`config.mk`:
```
export PLATFORM = sky130hd
export DESIGN_NAME = monster_wave_ctrl
export DESIGN_NICKNAME = d
export VERILOG_FILES = /design/src/rtl/monster_wave_ctrl.sv
export SDC_FILE = /design/constraint.sdc
export NUM_CORES = 1
export LEC_CHECK = 0
export ABC_AREA = 1
export BUFFER_PORTS_ARGS = -buffer_cell sky130_fd_sc_hd__buf_2
export CELL_PAD_IN_SITES_DETAIL_PLACEMENT = 1
export CELL_PAD_IN_SITES_GLOBAL_PLACEMENT = 1
export CORE_MARGIN = 1
export CORE_UTILIZATION = 23
export DETAILED_ROUTE_END_ITERATION = 8
export HOLD_SLACK_MARGIN = 0.05
export PLACE_DENSITY = 0.54
export SLEW_MARGIN = 15
export SYNTH_ARGS = -nofsm -noshare
export SYNTH_HDL_FRONTEND = slang
export SYNTH_SLANG_ARGS = --single-unit
```
`constraint.sdc`:
```
create_clock -name clk -period 4.45 [get_ports clk]
set_input_delay 0.6675 -clock clk [delete_from_list [all_inputs] [get_ports clk]]
set_output_delay 0.6675 -clock clk [all_outputs]
set_load 0.03 [all_outputs]
```
`src/rtl/monster_wave_ctrl.sv`:
```
// Stage sequencer for the monster datapath: staggered spawning, kill counting,
// stage-clear detection and progression to WIN or LOSE.
module monster_wave_ctrl #(
  parameter int unsigned N_MON      = 4,
  parameter int unsigned SPAWN_GAP  = 64,
  parameter int unsigned CLEAR_HOLD = 128,
  parameter int unsigned LAST_STAGE = 3
) (
  input  logic               clk,
  input  logic               rst,
  input  logic               start_i,
  input  logic               player_dead_i,
  input  logic [N_MON-1:0]   mon_dead_i,
  input  logic [4*N_MON-1:0] mon_state_i,
  output logic [3:0]         stage_o,
  output logic [4*N_MON-1:0] mon_stage_o,
  output logic [7:0]         kills_o,
  output logic               stage_clear_o,
  output logic               game_won_o,
  output logic               game_over_o
);

  localparam int unsigned IDX_W  = $clog2(N_MON + 1);
  localparam int unsigned GAP_W  = (SPAWN_GAP > 1) ? $clog2(SPAWN_GAP) : 1;
  localparam int unsigned HOLD_W = (CLEAR_HOLD > 1) ? $clog2(CLEAR_HOLD) : 1;

  typedef enum logic [2:0] {
    S_IDLE, S_SPAWN, S_FIGHT, S_CLEAR, S_WIN, S_LOSE
  } state_e;

  state_e              state_q;
  logic [3:0]          stage_q;
  logic [N_MON-1:0]    mask_q;
  logic [N_MON-1:0]    mon_dead_q;
  logic [IDX_W-1:0]    idx_q;
  logic [GAP_W-1:0]    gap_q;
  logic [HOLD_W-1:0]   hold_q;
  logic [7:0]          kills_q;
  logic                stage_clear_q;
  logic                game_won_q;
  logic                game_over_q;

  logic [4:0]          active_n;
  logic                clear_ok;
  logic [N_MON-1:0]    rise;
  logic [N_MON-1:0]    spawn_bit;
  logic [3:0]          kill_inc;
  logic [8:0]          kill_sum;
  logic                fighting;

  // Stage-derived active count, clear detection, kill edges and spawn target bit.
  always_comb begin
    active_n = 5'(stage_q) + 5'd1;
    if (active_n > 5'(N_MON)) active_n = 5'(N_MON);
    clear_ok  = 1'b1;
    spawn_bit = '0;
    kill_inc  = '0;
    rise      = mon_dead_i & ~mon_dead_q & mask_q;
    for (int i = 0; i < N_MON; i++) begin
      if ((5'(i) < active_n) &&
          !(mon_dead_i[i] && (mon_state_i[4*i +: 4] == 4'hf))) begin
        clear_ok = 1'b0;
      end
      if (idx_q == IDX_W'(i)) spawn_bit[i] = 1'b1;
      kill_inc = kill_inc + 4'(rise[i]);
    end
    kill_sum = 9'(kills_q) + 9'(kill_inc);
    fighting = (state_q == S_SPAWN) || (state_q == S_FIGHT);
  end

  // Sequencer FSM with registered outputs.
  always_ff @(posedge clk) begin
    if (rst) begin
      state_q       <= S_IDLE;
      stage_q       <= 4'd0;
      mask_q        <= '0;
      mon_dead_q    <= '0;
      idx_q         <= '0;
      gap_q         <= '0;
      hold_q        <= '0;
      kills_q       <= 8'd0;
      stage_clear_q <= 1'b0;
      game_won_q    <= 1'b0;
      game_over_q   <= 1'b0;
    end else begin
      mon_dead_q    <= mon_dead_i;
      stage_clear_q <= 1'b0;
      if (fighting && (kill_inc != 4'd0)) begin
        kills_q <= (kill_sum > 9'd255) ? 8'hff : kill_sum[7:0];
      end
      case (state_q)
        S_IDLE: begin
          if (start_i) begin
            state_q <= S_SPAWN;
            stage_q <= 4'd1;
            kills_q <= 8'd0;
            mask_q  <= '0;
            idx_q   <= '0;
            gap_q   <= '0;
          end
        end
        S_SPAWN: begin
          if (player_dead_i) begin
            state_q     <= S_LOSE;
            stage_q     <= 4'hf;
            mask_q      <= '0;
            game_over_q <= 1'b1;
          end else if (gap_q == '0) begin
            mask_q <= mask_q | spawn_bit;
            idx_q  <= idx_q + IDX_W'(1);
            gap_q  <= GAP_W'(SPAWN_GAP - 1);
            if ((5'(idx_q) + 5'd1) >= active_n) state_q <= S_FIGHT;
          end else begin
            gap_q <= gap_q - GAP_W'(1);
          end
        end
        S_FIGHT: begin
          // Player death wins over a simultaneous clear.
          if (player_dead_i) begin
            state_q     <= S_LOSE;
            stage_q     <= 4'hf;
            mask_q      <= '0;
            game_over_q <= 1'b1;
          end else if (clear_ok) begin
            state_q       <= S_CLEAR;
            stage_clear_q <= 1'b1;
            mask_q        <= '0;
            hold_q        <= HOLD_W'(CLEAR_HOLD - 1);
          end
        end
        S_CLEAR: begin
          if (hold_q == '0) begin
            if (stage_q == 4'(LAST_STAGE)) begin
              state_q    <= S_WIN;
              stage_q    <= 4'hf;
              game_won_q <= 1'b1;
            end else begin
              state_q <= S_SPAWN;
              stage_q <= stage_q + 4'd1;
              mask_q  <= '0;
              idx_q   <= '0;
              gap_q   <= '0;
            end
          end else begin
            hold_q <= hold_q - HOLD_W'(1);
          end
        end
        S_WIN, S_LOSE: begin
          if (start_i) begin
            state_q     <= S_IDLE;
            stage_q     <= 4'd0;
            game_won_q  <= 1'b0;
            game_over_q <= 1'b0;
          end
        end
        default: state_q <= S_IDLE;
      endcase
    end
  end

  // Unspawned monsters are held home with stage 4'hf.
  always_comb begin
    for (int i = 0; i < N_MON; i++) begin
      mon_stage_o[4*i +: 4] = mask_q[i] ? stage_q : 4'hf;
    end
  end

  assign stage_o       = stage_q;
  assign kills_o       = kills_q;
  assign stage_clear_o = stage_clear_q;
  assign game_won_o    = game_won_q;
  assign game_over_o   = game_over_q;

endmodule

```
==> results of run 1 <==
-- worst min path at each step --
stage,startpoint,end,slack (ps)
2_1_floorplan,hold_q[0],hold_q[0],440
3_3_place_gp,hold_q[0],hold_q[0],450
3_5_place_dp,game_over_o,game_over_o,470
4_1_cts,game_over_o,game_over_o,480
5_1_grt,game_won_o,game_won_o,490
6_report,game_over_o,game_over_o,470
-- through the flow --
stage / cell area [um2] / total power [W]
floorplan: 2800 / 0.00137
global placement: 3210 / 0.00164
detailed placement: 3210 / 0.00166
CTS: 3360 / 0.00206
global route: 3360 / 0.00223
finish: 3360 / 0.00202
-- worst max-delay path, delay by kind of cell (launching register included) --
family          cells  cell delay, ps
fa+ha+maj           4            1350
simple gates        5             900
flops               1             490
compound gates      2             220
buf+inv             2             130
-- state kept, by name, summed over array words and instances, names as in the netlist --
register	flops
stage_clear_o	1
hold_q	7
state_q	3
game_won_o	1
mon_dead_q	4
stage_o	4
mask_q	4
idx_q	3
kills_o	8
game_over_o	1
gap_q	6
-- report_power, final --
group          internal [W]  leakage (nW)  switching, W
combinational      0.000363          1.18      0.000722
clock              0.000223        0.0739      0.000158
sequential         0.000457         0.343     0.0000945
-- cell families after synthesis --
logic type / after synthesis
AO/OA/AOI/OAI: 59
XOR/XNOR: 7
adder cells (fa/ha/maj): 21
buffers and inverters: 66
flip-flops: 42
other: 1
AND/OR/NAND/NOR: 229
-- layout make-up --
| class | count | share of cell area (%) |
|---|---|---|
| multi-input cells | 317 | 50.4 |
| inverters | 60 | 6.78 |
| well taps | 143 | 5.33 |
| flip-flops and latches | 42 | 25.0 |
| clock buffers | 7 | 4.25 |
| repair buffers | 54 | 8.04 |
| clock inverters | 1 | 0.149 |
-- cells in the final DEF (no fill, tap or decap), types with 2 or more instances in the layout --
master / Yosys / layout
sky130_fd_sc_hd__a21oi_1: 33 / 33
sky130_fd_sc_hd__buf_2: 0 / 54
sky130_fd_sc_hd__clkbuf_16: 0 / 5
sky130_fd_sc_hd__dfxtp_1: 42 / 42
sky130_fd_sc_hd__fa_1: 2 / 2
sky130_fd_sc_hd__ha_1: 19 / 19
sky130_fd_sc_hd__inv_1: 55 / 55
sky130_fd_sc_hd__inv_2: 3 / 3
sky130_fd_sc_hd__nand2_1: 108 / 108
sky130_fd_sc_hd__nand2_2: 5 / 5
sky130_fd_sc_hd__nand3_1: 36 / 36
sky130_fd_sc_hd__nand3_2: 4 / 4
sky130_fd_sc_hd__nand4_1: 8 / 8
sky130_fd_sc_hd__nor2_1: 44 / 44
sky130_fd_sc_hd__nor2_2: 3 / 3
sky130_fd_sc_hd__nor2_4: 4 / 4
sky130_fd_sc_hd__nor3_1: 11 / 11
sky130_fd_sc_hd__o2111ai_1: 2 / 2
sky130_fd_sc_hd__o211ai_1: 2 / 2
sky130_fd_sc_hd__o21ai_0: 16 / 16
sky130_fd_sc_hd__o21ai_1: 2 / 2
sky130_fd_sc_hd__or2_2: 4 / 4
sky130_fd_sc_hd__xnor2_1: 4 / 4
sky130_fd_sc_hd__xor2_1: 3 / 3
-- routing by layer --
layer	share of wire [%]	vias up	global-route usage, %
li1	-	1482	-
met1	50	1348	19.1
met2	47	24	23.9
met3	2.2	8	2.48
met4	1.2	0	4.44
met5	0	-	0
==> qor.yml, run 1 <==
status:
  status: "complete, but fails checks"
  failed_checks: "design-rule violations"
detailed_routing:
  drt-total-wl_mm: 8.44
  route.antenna.remaining_nets: 0
  drtIter0Drc: 94
  via_per_inst: 4.59
  first_pass_iters: 6
  number_of_remaining_drc_errors: 4
  count_of_vias_placed_by_the_detailed_router: 2862
  wire_length_per_cell_um: 13.5
setup_path:
  worst_ep_required_time_ps: 4680
  worstSetupEndpointType: "flip-flop"
  critical-path-slowest-cell: "sky130_fd_sc_hd__dfxtp_1"
  arrival_worst_endpoint_ps: 3380
  timing.critical_path.slowest_cell_delay_ps: 490
  critical_path.reg2reg.startpoint: "mask_q[0]"
  criticalPathCategory: "flip-flop to flip-flop"
  r2r_slack_ps: 1290
  reg2reg_to: "kills_o[6]"
  reg2reg_depth: 13
  critical_path_launch_point: "mask_q[0]"
  path_cells: "nand2_1, nor2_1, fa_1, ha_1, ha_1, inv_1, fa_1, inv_1, a21oi_1, or2_2, nor3_1, nor2_1, a21oi_1"
  critical_path_peak_fanout: 7
  worstSetupEndpoint: "kills_o[6]"
  start_kind: "flip-flop"
layout:
  area.sequential_um2: 841
  synthToLayoutAreaGrowth_pct: 20.1
  drive_above_1_share_pct: 17.9
  final_util_pct: 28.9
  final.fill_count: 1483
  layout.nets: 525
  antenna_cells: 0
  multi_input_comb_area_mm2: 0.00169
  final_non_filler_cell_total: 624
floorplanning:
  rows: 39
  die_width_um: 112
  die_y_um: 112
  core_region_area_mm2: 0.0116
  pin_count: 55
  fp.dieArea_mm2: 0.0126
  initial_core_util_pct: 24.1
synth:
  synth.most_common_cell: "sky130_fd_sc_hd__nand2_1"
  synth_area_leader_cell: "sky130_fd_sc_hd__dfxtp_1"
  synth_top_family_by_area: "simple AND/OR/NAND/NOR gates"
  yosys_warnings: 0
  synth_cell_type_count: 33
  number_of_flops_mapped_to_enable_cells_by_yosys: 0
  synth_ff_type: "sky130_fd_sc_hd__dfxtp_1"
  synth_compound_area_share_pct: 11.3
  synth_fa_ha_area_share_pct: 9.93
  synth-seq-area-share_pct: 30.1
  per_instance_average_area_after_synthesis_um2: 6.58
  yosys.area.top_type_share_pct: 30.1
  synth-async-reset-ratio_pct: 0
  yosys-mux-area-fraction_pct: 0
  synth_xor_xnor_area_share_pct: 2.19
  netlist_top_cells_area: "sky130_fd_sc_hd__dfxtp_1 30%, sky130_fd_sc_hd__nand2_1 14%, sky130_fd_sc_hd__ha_1 8.5%"
  post_synth_and_or_nand_nor_area_fraction_pct: 37.0
  synthCells: 425
  synth_fp_nets: 470
  post_synth_instance_area_mm2: 0.00280
  synth-seq-cells: 42
  synthTopCellsByCount: "108 x sky130_fd_sc_hd__nand2_1, 55 x sky130_fd_sc_hd__inv_1, 44 x sky130_fd_sc_hd__nor2_1, 42 x sky130_fd_sc_hd__dfxtp_1, 36 x sky130_fd_sc_hd__nand3_1"
timing:
  timing.max_slew.rel_slack_pct: 62.9
  fin_setup_tns_ps: 0
  pins_over_slew_limit: 0
  fin_hold_ws_ps: 470
  hold_viol_final: 0
  tightestPinTransition_ps: 556
  grt_setup_unrepaired: "false"
  timing.final.ws_setup_ps: 1290
  post-route-period-util_pct: 70.9
  fmaxAchievable_ghz: 0.317
  final_period_minus_worst_setup_slack_ps: 3160
  setup-violations-final: 0
  finClkSkew_ps: 6.25
hold_path:
  hold-path-cell-count: 2
  worstHoldPathType: "flip-flop to flip-flop"
placed_design:
  dpl_worst_slack_ps: 1010
  placed_cells: 616
  gp_routability_congestion: 0.762
  dp_hpwl_mm: 6.66
  port_buffers: 54
grt:
  number_of_antenna_violations_at_the_first_check_in_global_routing: 0
  grt_util_all_layers_pct: 14.4
  grt_max_degree: 24
  grt_first_pass_wirelength_mm: 14.5
  gr_ovfl_total: 0
  first_global_vias: 2922
clock_network:
  clk_pin_slew_ps: 60
  numCtsBuffers: 5
  cts_setup_buffers: 0
  clock_latency_at_the_later_pin_of_the_worst_skew_pair_ps: 290
  tritoncts: "yes"
  cts_max_path_buffers: 2
  post_cts.resized_instances: 0
  cts-htree-levels: 2
  clockRootBuffer: "sky130_fd_sc_hd__clkbuf_16"
  clock_sink_count: 42
  cts_hold_buffers: 0
power:
  static-leakage-power_nw: 1.60
  power_density_mw_per_mm2: 601
  max-vdd-ir-drop_uv: 243
flow_run:
  cap_viol_max_count: 0
Power figures use the tool's default switching activity.
==> run 2, diff against run 1 <==
ABC_AREA = 0   (was 1)
clock period = 2.6 ns   (was 4.45 ns; I/O delays follow)
==> run 2 against run 1 <==
  * The flow finishes with violations (negative setup slack)
  * Setup slack worse by 1500 ps
  * Largest cell class unchanged
  * Synthesized cell count is 24% lower
  * Core utilization is 2.0 points higher
  * Sequential power is 39% higher
  * Critical endpoint unchanged
  * Sequential share of layout area is 0.19 points lower
  * Register-to-register slack worse by 1500 ps
  * Highest routed layer unchanged
  * Total power is 7.5% higher
==> qor.yml, run 2 <==
status:
  status: "complete, but fails checks"
  failed_checks: "negative setup slack"
layout:
  fin_area_mm2: 0.00338
  final.fill_count: 1349
  most-common-layout-cells: "54 x sky130_fd_sc_hd__buf_2, 42 x sky130_fd_sc_hd__dfxtp_1, 37 x sky130_fd_sc_hd__nor2_1, 35 x sky130_fd_sc_hd__nand2_1"
  largest_register_ff_count: 8
  antenna_cells: 0
  leading_cell_type_in_the_layout_fill_and_taps_excluded: "sky130_fd_sc_hd__buf_2"
  final_non_filler_cell_total: 533
  synthToLayoutAreaGrowth_pct: 29.9
  layout.nets: 437
  multi_input_comb_area_mm2: 0.00170
  area.sequential_um2: 841
  drive_above_1_share_pct: 25.4
detailed_routing:
  wire_length_per_cell_um: 14.1
  number_of_remaining_drc_errors: 0
  first_pass_iters: 4
  via_per_inst: 4.72
  count_of_vias_placed_by_the_detailed_router: 2516
  route.antenna.remaining_nets: 0
  drtIter0Drc: 104
  drt-total-wl_mm: 7.53
power:
  power_report.internal_total_w: 0.00142
  switching_share_pct: 34.5
  power_frac_clock_pct: 33.5
  static-leakage-power_nw: 1.41
  max-vdd-ir-drop_uv: 226
  power.combinational.fraction_pct: 31.2
  total_switching_power_w: 0.000748
  power_density_mw_per_mm2: 641
  sequentialPowerShare_pct: 35.3
placed_design:
  dp_hpwl_mm: 5.83
  port_buffers: 54
  placement.cell_area_mm2: 0.00317
  placed_cells: 525
  gp_routability_congestion: 0.724
synth:
  synth_fp_nets: 366
  synth_fa_ha_area_share_pct: 10.7
  post_synth_and_or_nand_nor_area_fraction_pct: 28.6
  yosys.area.top_type_share_pct: 32.3
  per_instance_average_area_after_synthesis_um2: 8.12
  synth_ff_type: "sky130_fd_sc_hd__dfxtp_1"
  synth.most_common_cell: "sky130_fd_sc_hd__dfxtp_1"
  synth-seq-cells: 42
  netlist_top_cells_area: "sky130_fd_sc_hd__dfxtp_1 32%, sky130_fd_sc_hd__ha_1 9.1%, sky130_fd_sc_hd__nor2_1 5.3%"
  synth_top_family_by_area: "simple AND/OR/NAND/NOR gates"
  yosys-mux-area-fraction_pct: 2.35
  synth_xor_xnor_area_share_pct: 2.35
  synth_area_leader_cell: "sky130_fd_sc_hd__dfxtp_1"
  synthTopCellsByCount: "42 x sky130_fd_sc_hd__dfxtp_1, 37 x sky130_fd_sc_hd__nor2_1, 35 x sky130_fd_sc_hd__nand2_1, 21 x sky130_fd_sc_hd__inv_1, 20 x sky130_fd_sc_hd__a21oi_1"
  synth_cell_type_count: 52
  synth_compound_area_share_pct: 19.0
  synthCells: 321
  post_synth_instance_area_mm2: 0.00261
  yosys_warnings: 0
  number_of_flops_mapped_to_enable_cells_by_yosys: 0
  synth-seq-area-share_pct: 32.3
  synth-async-reset-ratio_pct: 0
floorplanning:
  fp.dieArea_mm2: 0.0118
  initial_core_util_pct: 23.8
  rows: 38
  core_region_area_mm2: 0.0109
  pin_count: 55
  die_y_um: 108
  die_width_um: 108
setup_path:
  path_cells: "and3b_1, fa_1, ha_1, ha_2, inv_1, fa_2, nor2b_4, o21ai_2, nor3_2, mux2i_1, nor2_1"
  start_kind: "flip-flop"
  timing.critical_path.slowest_cell_delay_ps: 530
  critical_path.reg2reg.startpoint: "mask_q[0]"
  cp.buffers_inverters: 1
  critical_path_peak_fanout: 3
  r2r_slack_ps: -170
  critical-path-top-delay-family: "adder cells"
  worst_ep_required_time_ps: 2780
  reg2reg_to: "kills_o[6]"
  arrival_worst_endpoint_ps: 2950
  worstSetupEndpointType: "flip-flop"
  criticalPathCategory: "flip-flop to flip-flop"
  critical-path-slowest-cell: "sky130_fd_sc_hd__fa_1"
  reg2reg_depth: 11
clock_network:
  numCtsBuffers: 5
  clock_sink_count: 42
  cts_setup_buffers: 0
  cts_hold_buffers: 0
  cts-htree-levels: 2
  tritoncts: "yes"
  clock_latency_at_the_later_pin_of_the_worst_skew_pair_ps: 290
  clockRootBuffer: "sky130_fd_sc_hd__clkbuf_16"
  cts_max_path_buffers: 2
  clk_pin_slew_ps: 70
grt:
  grt_util_all_layers_pct: 13.3
  gr_ovfl_total: 0
  grt_max_degree: 25
  grt_first_pass_wirelength_mm: 12.3
  first_global_vias: 2492
  number_of_antenna_violations_at_the_first_check_in_global_routing: 0
timing:
  post-route-period-util_pct: 107
  setup-violations-final: 8
  timing.final.ws_setup_ps: -171
  pins_over_slew_limit: 0
  final_period_minus_worst_setup_slack_ps: 2770
  grt_setup_unrepaired: "true"
  tightestPinTransition_ps: 581
  finClkSkew_ps: 6.24
  fmaxAchievable_ghz: 0.361
  hold_viol_final: 0
  timing.max_slew.rel_slack_pct: 61.3
hold_path:
  worstHoldPathType: "input port to flip-flop"
  hold-path-cell-count: 2
  worst_hold_path_startpoint: "mon_dead_i[0]"
  whs_endpoint: "mon_dead_q[0]"
flow_run:
  cap_viol_max_count: 0
-- run 2: changes by cell type after synthesis, sizes merged, moves of 8 or more --
cell,change
nand3,-33
o21ai,-13
inv,-38
nand2b,+14
nor2b,+8
nor2,-14
nand2,-79
a21oi,-13
-- run 2: power groups by stage --
stage / Sequential, W / Combinational [W] / Clock [W]
2_1_floorplan: 0.000790 / 0.000458 / 0
3_3_place_gp: 0.000779 / 0.000671 / 0
3_5_place_dp: 0.000782 / 0.000688 / 0
4_1_cts: 0.000769 / 0.000689 / 0.000756
5_1_grt: 0.000777 / 0.000763 / 0.000776
6_report: 0.000766 / 0.000677 / 0.000726
-- run 2: worst register-to-register path: stages (launching register included) --
cell,delay (ps)
sky130_fd_sc_hd__dfxtp_1,310
sky130_fd_sc_hd__and3b_1,200
sky130_fd_sc_hd__fa_1,530
sky130_fd_sc_hd__ha_1,320
sky130_fd_sc_hd__ha_2,180
sky130_fd_sc_hd__inv_1,60
sky130_fd_sc_hd__fa_2,390
sky130_fd_sc_hd__nor2b_4,170
sky130_fd_sc_hd__o21ai_2,90
sky130_fd_sc_hd__nor3_2,180
sky130_fd_sc_hd__mux2i_1,200
sky130_fd_sc_hd__nor2_1,50
-- run 2: metrics by stage --
stage	util (%)	setup TNS (ps)	worst slack, ps	power, W	hold WS [ps]
floorplan	-	-455	-137	0.00125	459
global placement	29.0	-3000	-411	0.00145	474
detailed placement	29.0	-3370	-455	0.00147	485
CTS	30.8	-793	-155	0.00221	342
global route	30.9	-2040	-313	0.00232	351
finish	30.9	-876	-171	0.00217	348
-- run 2: worst max path at each step --
stage / slack [ps] / depth (start not counted) / start / end
6_report: -170 / 11 / mask_q[0] / kills_o[6]
5_1_grt: -310 / 11 / mask_q[0] / kills_o[6]
4_1_cts: -160 / 11 / mask_q[3] / kills_o[6]
3_5_place_dp: -450 / 11 / mon_dead_i[0] / kills_o[3]
3_3_place_gp: -410 / 11 / mon_dead_i[0] / kills_o[3]
2_1_floorplan: -140 / 11 / mon_dead_i[0] / kills_o[6]
-- run 2: what timing repair did --
action / 4_1_cts / 5_1_grt
pin swaps: 9 / 6
gates resized for setup: 7 / 2
setup endpoints to repair: 8 / 8
endpoints found under the hold margin: 0 / 0
-- run 2: logic make-up (layout without fill, tap and decap cells) --
group	after synthesis	count (layout)
simple gates	142	142
compound gates	70	70
flops	42	42
buf+inv	32	104
fa+ha+maj	21	21
xor+xnor	7	7
mux	6	6
other cells	1	1
-- run 2: area by class of cell --
class                           count  share of cell area (%)
Multi-Input combinational cell    247                    50.1
Sequential cell                    42                    24.8
Clock inverter                      3                    1.18
Clock buffer                        5                    3.70
Inverter                           21                    2.33
Timing Repair Buffer               75                    12.6
Tap cell                          140                    5.18
-- run 2: metal layers --
| metal | GRT usage [%] | part of all wire, % | vias up |
|---|---|---|---|
| met5 | 0 | 0 | - |
| met4 | 3.38 | 0.84 | 0 |
| met3 | 2.65 | 3.9 | 7 |
| met2 | 23.7 | 48 | 44 |
| met1 | 16.1 | 47 | 1200 |
| li1 | - | - | 1265 |
